$ cat src/rtl/sprite_reg_shadow_pkg.sv
// Shared constants, register map and reset image for the sprite register shadow bank.
package sprite_regs_pkg;

    localparam int unsigned NUM_SPRITE_REGS = 16;
    localparam int unsigned REG_DATA_W      = 8;
    localparam int unsigned REG_IDX_W       = 4;
    localparam int unsigned ADDR_W          = 9;
    localparam int unsigned BUS_W           = 32;
    localparam int unsigned HCNT_W          = 11;
    localparam int unsigned VCNT_W          = 10;
    localparam int unsigned FRAME_CNT_W     = 16;
    localparam int unsigned VACTIVE_LINES   = 480;

    localparam logic [ADDR_W-1:0] ADDR_CTRL   = 9'h100;
    localparam logic [ADDR_W-1:0] ADDR_STATUS = 9'h101;

    typedef enum logic [REG_IDX_W-1:0] {
        DINO_X    = 4'd0,
        DINO_Y    = 4'd1,
        CACT0_X   = 4'd2,
        CACT0_Y   = 4'd3,
        CACT1_X   = 4'd4,
        CACT1_Y   = 4'd5,
        CACT2_X   = 4'd6,
        CACT2_Y   = 4'd7,
        BIRD_X    = 4'd8,
        BIRD_Y    = 4'd9,
        SCORE_VAL = 4'd10,
        SCORE_X   = 4'd11,
        SCORE_Y   = 4'd12
    } sprite_reg_e;

    localparam logic [REG_DATA_W-1:0] SPRITE_REG_RESET [NUM_SPRITE_REGS] = '{
        8'd100, 8'd100, 8'd200, 8'd150, 8'd44, 8'd94, 8'd244, 8'd100,
        8'd100, 8'd104, 8'd0,   8'd25,  8'd41, 8'd0,  8'd0,   8'd0
    };

    typedef struct packed {
        logic auto_commit;
        logic armed;
    } ctrl_t;

    // Reset value for any register index; indices beyond the image reset to zero.
    function automatic logic [REG_DATA_W-1:0] reg_reset(input int unsigned idx);
        if (idx < NUM_SPRITE_REGS) begin
            return SPRITE_REG_RESET[REG_IDX_W'(idx)];
        end
        return '0;
    endfunction

endpackage

$ cat src/rtl/sprite_reg_shadow_if.sv
// Avalon-MM slave bus between the HPS bridge and the sprite register bank.
interface sprite_reg_shadow_if;
    import sprite_regs_pkg::*;

    logic              chipselect;
    logic              write;
    logic              read;
    logic [ADDR_W-1:0] address;
    logic [BUS_W-1:0]  writedata;
    logic [BUS_W-1:0]  readdata;

    modport master (
        output chipselect, write, read, address, writedata,
        input  readdata
    );

    modport slave (
        input  chipselect, write, read, address, writedata,
        output readdata
    );
endinterface

$ cat src/rtl/sprite_reg_shadow_vblank_tick_gen.sv
// Detects the first blanked line, emits a one-cycle frame tick and counts frames.
module vblank_tick_gen
    import sprite_regs_pkg::*;
#(
    parameter int unsigned VACTIVE = VACTIVE_LINES,
    parameter int unsigned FCNT_W  = FRAME_CNT_W
) (
    input  logic              clk,
    input  logic              reset,
    input  logic [HCNT_W-1:0] hcount,
    input  logic [VCNT_W-1:0] vcount,
    output logic              tick_c,
    output logic              frame_tick,
    output logic [FCNT_W-1:0] frame_count
);

    // Commit point: first pixel of the first blanked line.
    assign tick_c = (vcount == VCNT_W'(VACTIVE)) && (hcount == '0);

    // Registered tick pulse and free-running frame counter.
    always_ff @(posedge clk or posedge reset) begin
        if (reset) begin
            frame_tick  <= 1'b0;
            frame_count <= '0;
        end else begin
            frame_tick <= tick_c;
            if (tick_c) begin
                frame_count <= frame_count + FCNT_W'(1);
            end
        end
    end

endmodule

$ cat src/rtl/sprite_reg_shadow.sv
// Double-buffered sprite/score register bank: CPU writes pending, vblank commits to active.
module sprite_reg_shadow
    import sprite_regs_pkg::*;
#(
    parameter int unsigned NUM_REGS = NUM_SPRITE_REGS,
    parameter int unsigned DATA_W   = REG_DATA_W,
    parameter int unsigned VACTIVE  = VACTIVE_LINES,
    parameter int unsigned FCNT_W   = FRAME_CNT_W
) (
    input  logic                       clk,
    input  logic                       reset,
    sprite_reg_shadow_if.slave         bus,
    input  logic [HCNT_W-1:0]          hcount,
    input  logic [VCNT_W-1:0]          vcount,
    output logic [NUM_REGS*DATA_W-1:0] active_regs,
    output logic                       frame_tick,
    output logic                       commit_pending
);

    logic [DATA_W-1:0] pending [NUM_REGS];
    ctrl_t             ctrl;
    logic [FCNT_W-1:0] frame_count;
    logic              tick_c;
    logic              wr_en_c;
    logic              rd_en_c;
    logic              vblank_now_c;
    logic              do_commit_c;
    logic [BUS_W-1:0]  rdata_c;
    logic              unused_wdata_c;

    vblank_tick_gen #(
        .VACTIVE (VACTIVE),
        .FCNT_W  (FCNT_W)
    ) u_tick (
        .clk         (clk),
        .reset       (reset),
        .hcount      (hcount),
        .vcount      (vcount),
        .tick_c      (tick_c),
        .frame_tick  (frame_tick),
        .frame_count (frame_count)
    );

    assign wr_en_c        = bus.chipselect && bus.write;
    assign rd_en_c        = bus.chipselect && bus.read;
    assign vblank_now_c   = (vcount >= VCNT_W'(VACTIVE));
    assign do_commit_c    = tick_c && (ctrl.auto_commit || ctrl.armed);
    assign commit_pending = ctrl.armed;
    assign unused_wdata_c = ^bus.writedata[BUS_W-1:DATA_W];

    // Pending bank: CPU writes only.
    always_ff @(posedge clk or posedge reset) begin
        if (reset) begin
            for (int i = 0; i < NUM_REGS; i++) begin
                pending[i] <= DATA_W'(reg_reset(i));
            end
        end else if (wr_en_c) begin
            for (int i = 0; i < NUM_REGS; i++) begin
                if (bus.address == ADDR_W'(i)) begin
                    pending[i] <= bus.writedata[DATA_W-1:0];
                end
            end
        end
    end

    // Active bank: snapshot of pending (pre-write values) at the commit tick.
    always_ff @(posedge clk or posedge reset) begin
        if (reset) begin
            for (int i = 0; i < NUM_REGS; i++) begin
                active_regs[i*DATA_W +: DATA_W] <= DATA_W'(reg_reset(i));
            end
        end else if (do_commit_c) begin
            for (int i = 0; i < NUM_REGS; i++) begin
                active_regs[i*DATA_W +: DATA_W] <= pending[i];
            end
        end
    end

    // Control: the tick clears armed, but a same-cycle CTRL write re-arms.
    always_ff @(posedge clk or posedge reset) begin
        if (reset) begin
            ctrl <= '0;
        end else begin
            if (tick_c) begin
                ctrl.armed <= 1'b0;
            end
            if (wr_en_c && (bus.address == ADDR_CTRL)) begin
                if (bus.writedata[0]) begin
                    ctrl.armed <= 1'b1;
                end
                ctrl.auto_commit <= bus.writedata[1];
            end
        end
    end

    // Read mux over pending regs, CTRL and STATUS; unmapped addresses read zero.
    always_comb begin
        rdata_c = '0;
        for (int i = 0; i < NUM_REGS; i++) begin
            if (bus.address == ADDR_W'(i)) begin
                rdata_c = BUS_W'(pending[i]);
            end
        end
        if (bus.address == ADDR_CTRL) begin
            rdata_c = BUS_W'(ctrl);
        end
        if (bus.address == ADDR_STATUS) begin
            rdata_c = {16'(frame_count), 14'b0, vblank_now_c, ctrl.armed};
        end
    end

    // Read data register: latency one, holds when idle.
    always_ff @(posedge clk or posedge reset) begin
        if (reset) begin
            bus.readdata <= '0;
        end else if (rd_en_c) begin
            bus.readdata <= rdata_c;
        end
    end

endmodule
$ cat src/flat_wrapper.sv
// flat-port wrapper written by rule: the top's interface ports become plain ports
module sprite_reg_shadow_flat import sprite_regs_pkg::*;
#(
    parameter int unsigned NUM_REGS = NUM_SPRITE_REGS,
    parameter int unsigned DATA_W   = REG_DATA_W,
    parameter int unsigned VACTIVE  = VACTIVE_LINES,
    parameter int unsigned FCNT_W   = FRAME_CNT_W
)
  (clk, reset, hcount, vcount, active_regs, frame_tick, commit_pending, bus_chipselect, bus_write, bus_read, bus_address, bus_writedata, bus_readdata);
  sprite_reg_shadow_if bus_i ();
  input  logic clk;
  input  logic reset;
  input  logic [HCNT_W-1:0] hcount;
  input  logic [VCNT_W-1:0] vcount;
  output logic [NUM_REGS*DATA_W-1:0] active_regs;
  output logic frame_tick;
  output logic commit_pending;
  input wire logic [$bits(bus_i.chipselect)-1:0] bus_chipselect;
  input wire logic [$bits(bus_i.write)-1:0] bus_write;
  input wire logic [$bits(bus_i.read)-1:0] bus_read;
  input wire logic [$bits(bus_i.address)-1:0] bus_address;
  input wire logic [$bits(bus_i.writedata)-1:0] bus_writedata;
  output wire logic [$bits(bus_i.readdata)-1:0] bus_readdata;
  assign bus_i.chipselect = bus_chipselect;
  assign bus_i.write = bus_write;
  assign bus_i.read = bus_read;
  assign bus_i.address = bus_address;
  assign bus_i.writedata = bus_writedata;
  assign bus_readdata = bus_i.readdata;
  sprite_reg_shadow #(.NUM_REGS(NUM_REGS), .DATA_W(DATA_W), .VACTIVE(VACTIVE), .FCNT_W(FCNT_W)) u_core (.clk(clk), .reset(reset), .bus(bus_i), .hcount(hcount), .vcount(vcount), .active_regs(active_regs), .frame_tick(frame_tick), .commit_pending(commit_pending));
endmodule
$ cat config.mk
export PLATFORM = sky130hd
export DESIGN_NAME = sprite_reg_shadow_flat
export DESIGN_NICKNAME = d
export VERILOG_FILES = /design/src/rtl/sprite_reg_shadow_pkg.sv /design/src/rtl/sprite_reg_shadow_if.sv /design/src/rtl/sprite_reg_shadow_vblank_tick_gen.sv /design/src/rtl/sprite_reg_shadow.sv /design/src/flat_wrapper.sv
export SDC_FILE = /design/constraint.sdc
export NUM_CORES = 1
export LEC_CHECK = 0
export BUFFER_PORTS_ARGS = -buffer_cell sky130_fd_sc_hd__buf_2
export CORE_UTILIZATION = 40
export CTS_CLUSTER_DIAMETER = 80
export DETAILED_ROUTE_END_ITERATION = 8
export PLACE_DENSITY = 0.66
export SLEW_MARGIN = 10
export SYNTH_ARGS = -nofsm -noshare
export SYNTH_HDL_FRONTEND = slang
export SYNTH_SLANG_ARGS = --single-unit
$ cat constraint.sdc
create_clock -name clk -period 8.85 [get_ports clk]
set_clock_uncertainty 0.05 [all_clocks]
set_input_delay 0.4425 -clock clk [delete_from_list [all_inputs] [get_ports clk]]
set_output_delay 0.4425 -clock clk [all_outputs]
set_load 0.01 [all_outputs]
==> results of run 1 <==
[area by class of cell]
class                   count  area (µm²)
fillers                  2822       16300
multi-input cells         593        5140
inverters                  11        48.8
well taps                 435         544
clock buffers              53        1030
flip-flops and latches    299        7580
clock inverters            10         131
repair buffers            200        1020
[Yosys cell counts (3+ instances only)]
cell type    n  area share [%]
a22oi_1     16            0.92
buf_4        8            0.46
a21o_1       3            0.17
o2bb2ai_1    5            0.34
buf_2       26             1.0
a211oi_1     3            0.17
a221oi_1     4            0.27
nor4_1       5            0.24
xnor2_1     13            0.87
a22o_1      18             1.2
nand2_1     42             1.2
nand2b_1     6            0.29
o22a_1       3            0.20
a32o_1       3            0.23
mux2i_1     10            0.77
nor3_2       5            0.38
nor2_1      26            0.75
o21ai_0     27             1.0
a221o_1      6            0.46
o211ai_1    10            0.58
clkbuf_1    21            0.60
nand2_2      5            0.24
nand4_1      9            0.43
nor2b_1      7            0.34
buf_6        3            0.26
and3_1       9            0.43
dfstp_2     82              17
a31oi_1      3            0.14
mux2_2     261              23
o31ai_1      3            0.17
o21a_1       4            0.23
a32oi_1      6            0.40
nor3_1       6            0.23
nand3_1     11            0.42
inv_1       11            0.32
or3_1        4            0.19
dfrtp_1    217              42
a21oi_1     12            0.46
o22ai_1     10            0.48
[logic make-up after synthesis]
logic type / after synthesis
flip-flops: 299
multiplexers: 272
AND/OR/NAND/NOR: 150
AO/OA/AOI/OAI: 147
buffers and inverters: 71
XOR/XNOR: 15
adder cells (fa/ha/maj): 1
other: 1
[layer usage]
metal / vias to the layer above / share of wire (%)
met5: - / 0
met4: 0 / 2.1
met3: 54 / 6.1
met2: 324 / 45
met1: 4473 / 46
li1: 3899 / -
[path summary, 6_finish.rpt]
path                                                      end  slack, ns  cells after the start
worst max-delay path                   u_core.active_regs[68]       5.59                      7
worst min-delay path                  u_core.bus.readdata[28]       0.07                      2
worst max register to register         u_core.active_regs[68]       6.32                      3
worst min register to register  u_core.u_tick.frame_count[15]       0.44                      1
max in group asynchronous              u_core.active_regs[60]       7.26                      3
min in group clk                       u_core.bus.readdata[0]       0.29                      3
[where the power goes]
group / switching [mW] / internal (mW)
sequential: 0.0103 / 1.38
clock: 0.546 / 0.889
combinational: 0.0844 / 0.0276
[registers in the layout, indices dropped and copies added, names as in the netlist]
name / flops
u_core.active_regs: 128
u_core.pending: 128
u_core.bus.readdata: 24
u_core.u_tick.frame_count: 16
u_core.commit_pending: 1
u_core.ctrl: 1
u_core.u_tick.frame_tick: 1
[cell usage in the layout (no fill, tap or decap), types with 5 or more instances in the layout]
cell       count
mux2_2       261
dfrtp_1      217
buf_2        196
dfstp_2       82
nand2_1       42
clkbuf_16     37
o21ai_0       27
nor2_1        26
a22o_1        18
a22oi_1       16
xnor2_1       13
a21oi_1       12
clkbuf_1      12
nand3_1       11
inv_1         10
o22ai_1       10
mux2i_1       10
o211ai_1      10
and3_1         9
nand4_1        9
conb_1         8
nor2b_1        7
nand2b_1       6
nor3_1         6
a32oi_1        6
a221o_1        6
nor3_2         5
nor4_1         5
nand2_2        5
o2bb2ai_1      5
clkinv_2       5
[stage by stage]
stage / setup slack (ns) / instances / hold slack, ns / instance area, µm²
final: 5.59 / 1601 / 0.0707 / 15500
after floorplan: 0.232 / 963 / 0.396 / 13100
after global routing: 5.28 / 1601 / 0.181 / 15500
after global placement: 5.04 / 1538 / 0.413 / 14300
after CTS: 5.55 / 1601 / 0.144 / 15500
after detailed placement: 5.03 / 1538 / 0.433 / 14300
==> flow_metrics.py, run 1 <==
metrics = {
    "floorplan": {
        "initial_utilization_pct": 41.0,
        "core_um2": 31800,
        "rows": 65,
        "die_area_um2": 33300,
        "die_x_um": 183,
        "io_pins": 229,
        "die_y_um": 183,
    },
    "power_and_ir_drop": {
        "p_leak_nw": 7.59,
        "peakVddDrop_uv": 101,
        "finalPower_mw": 2.94,
        "p_per_area_nw_per_um2": 190,
    },
    "grt": {
        "grt_pass1_wl_mm": 53.0,
        "grt_overflow": 0,
        "use_met3_pct": 3.85,
        "grt_start_max_net_pins": 161,
        "grt_pass1_vias": 8665,
        "grt.total_usage_pct": 20.8,
        "antenna_found_initial": 0,
        "top_usage_layer": "met2",
        "globalRouteMet2Util_pct": 32.1,
        "gr-usage-met1_pct": 30.0,
    },
    "route": {
        "drtPass1Iterations": 5,
        "via_count": 8750,
        "drtAntennaViolNets": 0,
        "wl_per_cell_um": 21.7,
        "vias_per_cell": 5.47,
        "wl_mm": 34.7,
        "drt-initial-drc-count": 545,
        "drc": 0,
    },
    "setup_path": {
        "end_kind": "flip-flop",
        "critical_path_arrival_ns": 3.60,
        "rr_startpoint": "u_core.commit_pending",
        "critical_path_class": "in2reg",
        "cp_max_fo": 65,
        "critical_path.startpoint": "vcount[4]",
        "start_kind": "input port",
        "crit_slowest_cell": "o21a_4",
        "crit_chain": "buf_2, nor4_1, nand4_1, nor2_1, o21a_4, buf_4, mux2_2",
        "cpPeakStageDelay_ns": 0.78,
        "crit_family": "simple AND/OR/NAND/NOR gates",
        "required_ns": 9.19,
        "critical_path_buf_inv_count": 2,
    },
    "synthesis": {
        "synthSimpleGateAreaFrac_pct": 6.28,
        "synth_xor_area_share_pct": 1.01,
        "syn_area_um2": 13000,
        "yosysWarnings": 0,
        "synth.avg_cell_area_um2": 13.6,
        "synth_flop_cell": "dfrtp_1",
        "synthAdderAreaFrac_pct": 0.0959,
        "post_synth_num_cell_types": 63,
        "ys_seq_area_share_pct": 58.1,
        "muxShareOfSynthArea_pct": 23.4,
        "synth-compound-area-share_pct": 8.36,
        "synth-async-reset-ratio_pct": 100,
        "synth_top_family_by_area": "multiplexers",
        "synth-edff-count": 0,
        "ys_ff_latch": 299,
        "syn_inst": 956,
    },
    "clock_network": {
        "holdBufCountCts": 0,
        "cts_tree": "yes",
        "clk_pin_slew_worst_paths_ns": 0.06,
        "cts.repair.resized": 0,
        "cts.path.max_buffers": 3,
        "cts_setup_buffers": 0,
        "htree_levels": 2,
        "clock_latency_ns": 0.51,
        "cts_num_sinks": 299,
        "cts-buffers-inserted": 35,
        "cts_root_buffer": "clkbuf_16",
    },
    "worst_hold_path": {
        "hp-class": "in2async",
    },
    "sta": {
        "post-route-min-period_ns": 3.26,
        "finalSetupViolCount": 0,
        "max_freq_ghz": 0.307,
        "tns_ns": 0,
        "rsz0062_at_grt": "no",
        "slew_headroom_pct": 24.3,
        "hold_violations": 0,
        "finalCritPeriodShare_pct": 36.8,
        "slew_violations": 0,
        "tightest_slew_ns": 1.13,
    },
    "run": {
        "maxCapViolCount": 0,
    },
    "placed_design": {
        "io_buffers": 196,
        "dpl.hpwl_mm": 23.9,
        "gp_congestion": 0.941,
    },
    "outcome": {
        "outcome": "completed",
    },
    "finish": {
        "layout-drive-gt1-share_pct": 52.8,
        "fin_util_pct": 48.7,
        "syn2layout_area_growth_pct": 18.8,
        "diodes": 0,
        "nets": 1208,
    },
}
Note: power is estimated with default switching activity, not from simulation.
==> run 2, diff against run 1 <==
==> constraint.sdc (replaced) <==
create_clock -name clk -period 2.7 [get_ports clk]
set_clock_uncertainty 0.05 [all_clocks]
set_input_delay 0.135 -clock clk [delete_from_list [all_inputs] [get_ports clk]]
set_output_delay 0.135 -clock clk [all_outputs]
set_load 0.01 [all_outputs]
==> run 2 against run 1 <==
Net effect: core utilization is 1.1 points higher; sequential power rose to 3.3 times the previous value; hold slack worse by 0.027 ns; largest power group unchanged; highest routed layer unchanged.
==> flow_metrics.py, run 2 (synthesis gave the netlist of run 1 again) <==
metrics = {
    "finish": {
        "multi_input_area_um2": 5140,
        "syn2layout_area_growth_pct": 21.4,
        "fill_cells": 2841,
        "reg_top3": "u_core.active_regs (128), u_core.pending (128), u_core.bus.readdata (24)",
        "nets": 1248,
        "final_cell_mix": "261 x mux2_2, 217 x dfrtp_1, 196 x buf_2",
        "layout_commonest_cell": "mux2_2",
        "diodes": 0,
        "seq_area_um2": 7580,
        "layout-drive-gt1-share_pct": 54.1,
        "instances_no_fill": 1640,
    },
    "route": {
        "met2WireLength_mm": 16.4,
        "met1Wirelength_mm": 16.2,
        "vias_per_cell": 5.39,
        "drtAntennaViolNets": 0,
        "via_count": 8840,
        "drtPass1Iterations": 5,
        "drc": 0,
        "wl_mm": 35.1,
        "highest_layer": "met4",
        "wl_per_cell_um": 21.4,
        "drt-initial-drc-count": 653,
        "wl_met3_mm": 1.97,
    },
    "floorplan": {
        "die_y_um": 183,
        "die_area_um2": 33300,
        "initial_utilization_pct": 41.0,
        "rows": 65,
        "io_pins": 229,
        "core_um2": 31800,
        "die_x_um": 183,
    },
    "sta": {
        "setup_ws_ns": 0.505,
        "rsz0062_at_grt": "no",
        "max_freq_ghz": 0.456,
        "post-route-min-period_ns": 2.20,
        "tightest_slew_ns": 0.874,
        "hold_violations": 0,
        "finalSetupViolCount": 0,
        "slew_headroom_pct": 41.7,
        "slew_violations": 0,
        "finalCritPeriodShare_pct": 81.3,
    },
    "power_and_ir_drop": {
        "p_leak_nw": 7.78,
        "p_per_area_nw_per_um2": 603,
        "finalPower_mw": 9.55,
        "peakVddDrop_uv": 444,
    },
    "setup_path": {
        "critical_path_arrival_ns": 2.54,
        "critical_path_class": "in2reg",
        "crit_family": "buffers and inverters",
        "end_kind": "flip-flop",
        "cpPeakStageDelay_ns": 0.54,
        "critical_path_buf_inv_count": 3,
        "required_ns": 3.04,
        "cp_max_fo": 19,
        "start_kind": "input port",
        "crit_chain": "dlygate4sd3_1, buf_2, nor4_1, nand4_1, nor2_1, o21a_4, buf_4, mux2_2",
        "crit_slowest_cell": "dlygate4sd3_1",
    },
    "placed_design": {
        "dp_slack_ns": 0.315,
        "gp_congestion": 0.943,
        "placed_cells": 1573,
        "dpl.hpwl_mm": 25.1,
        "io_buffers": 196,
    },
    "clock_network": {
        "clk_pin_slew_worst_paths_ns": 0.06,
        "cts-buffers-inserted": 34,
        "cts_root_buffer": "clkbuf_16",
        "clock_latency_ns": 0.52,
        "cts_setup_buffers": 0,
        "htree_levels": 2,
        "cts_tree": "yes",
        "cts_num_sinks": 299,
        "cts.path.max_buffers": 3,
        "cts.repair.resized": 0,
    },
    "run": {
        "maxCapViolCount": 0,
    },
    "grt": {
        "antenna_found_initial": 0,
        "grt_pass1_wl_mm": 53.6,
        "grt_start_max_net_pins": 158,
        "grt_pass1_vias": 8837,
        "grt_overflow": 0,
        "grt.total_usage_pct": 21.1,
    },
    "worst_hold_path": {
        "hp-class": "in2reg",
    },
    "outcome": {
        "outcome": "completed",
    },
}
==> run 2: changes by cell type in the layout (fill, tap and decap cells not counted), moves of 2 or more <==
| cell | before | now |
|---|---|---|
| dlygate4sd3_1 | 0 | 6 |
| buf_4 | 3 | 34 |
| clkbuf_1 | 12 | 9 |
| inv_6 | 0 | 2 |
| buf_12 | 1 | 5 |
| clkbuf_16 | 37 | 35 |
| clkbuf_8 | 4 | 8 |
==> run 2: per-layer routing <==
| metal | global-route usage (%) | vias to the layer above |
|---|---|---|
| li1 | - | 3972 |
| met4 | 5.01 | 0 |
| met5 | 0 | - |
| met1 | 29.9 | 4521 |
| met2 | 34.0 | 300 |
| met3 | 3.51 | 47 |
==> run 2: per-stage QoR <==
step / setup TNS [ns] / utilization, % / instance area [µm²] / hold WS [ns]
finish: 0 / 49.8 / 15800 / 0.0435
global route: 0 / 49.8 / 15800 / 0.0737
CTS: 0 / 49.8 / 15800 / 0.0138
detailed placement: 0 / 46.1 / 14700 / 0.397
global placement: 0 / 46.1 / 14700 / 0.405
floorplan: -330.13 / - / 13100 / 0.220
==> run 2: layout make-up <==
class	count	share of cell area [%]
Clock inverter	9	0.664
Tap cell	435	3.44
Multi-Input combinational cell	593	32.5
Inverter	11	0.284
Timing Repair Buffer	241	8.82
Clock buffer	52	6.44
Sequential cell	299	47.9
==> run 2: power by group <==
group | internal (mW) | switching (mW) | total [mW] | leakage (nW)
combinational | 0.111 | 0.280 | 0.391 | 3.36
clock | 2.80 | 1.79 | 4.60 | 0.553
sequential | 4.53 | 0.0339 | 4.56 | 3.87
total | 7.44 | 2.11 | 9.55 | 7.78
==> run 2: worst min-delay path: cells and delay by family <==
| kind | cells | cell delay, ns |
|---|---|---|
| AOI/OAI and AO/OA | 1 | 0.08 |
| buffers and inverters | 1 | 0.23 |
| and+or+nand+nor | 1 | 0.10 |
==> run 2: what timing repair did <==
| item | in CTS | in global routing |
|---|---|---|
| hold endpoints to repair | 220 | 0 |
| hold buffers | 6 | 0 |
| endpoints found under the setup margin | 0 | 0 |
==> run 2: path summary, 6_finish.rpt <==
kind                                               start                            end  slack, ns  cells past startpoint
setup / recovery                               vcount[0]         u_core.active_regs[82]       0.50                      8
hold / removal                          bus_writedata[1]              u_core.pending[9]       0.04                      3
setup reg to reg                     u_core.pending[119]         u_core.bus.readdata[7]       0.81                      7
hold reg to reg            u_core.u_tick.frame_count[15]  u_core.u_tick.frame_count[15]       0.43                      1
max in group asynchronous                          reset             u_core.pending[39]       1.56                      4
min in group asynchronous                          reset         u_core.active_regs[39]       0.35                      4
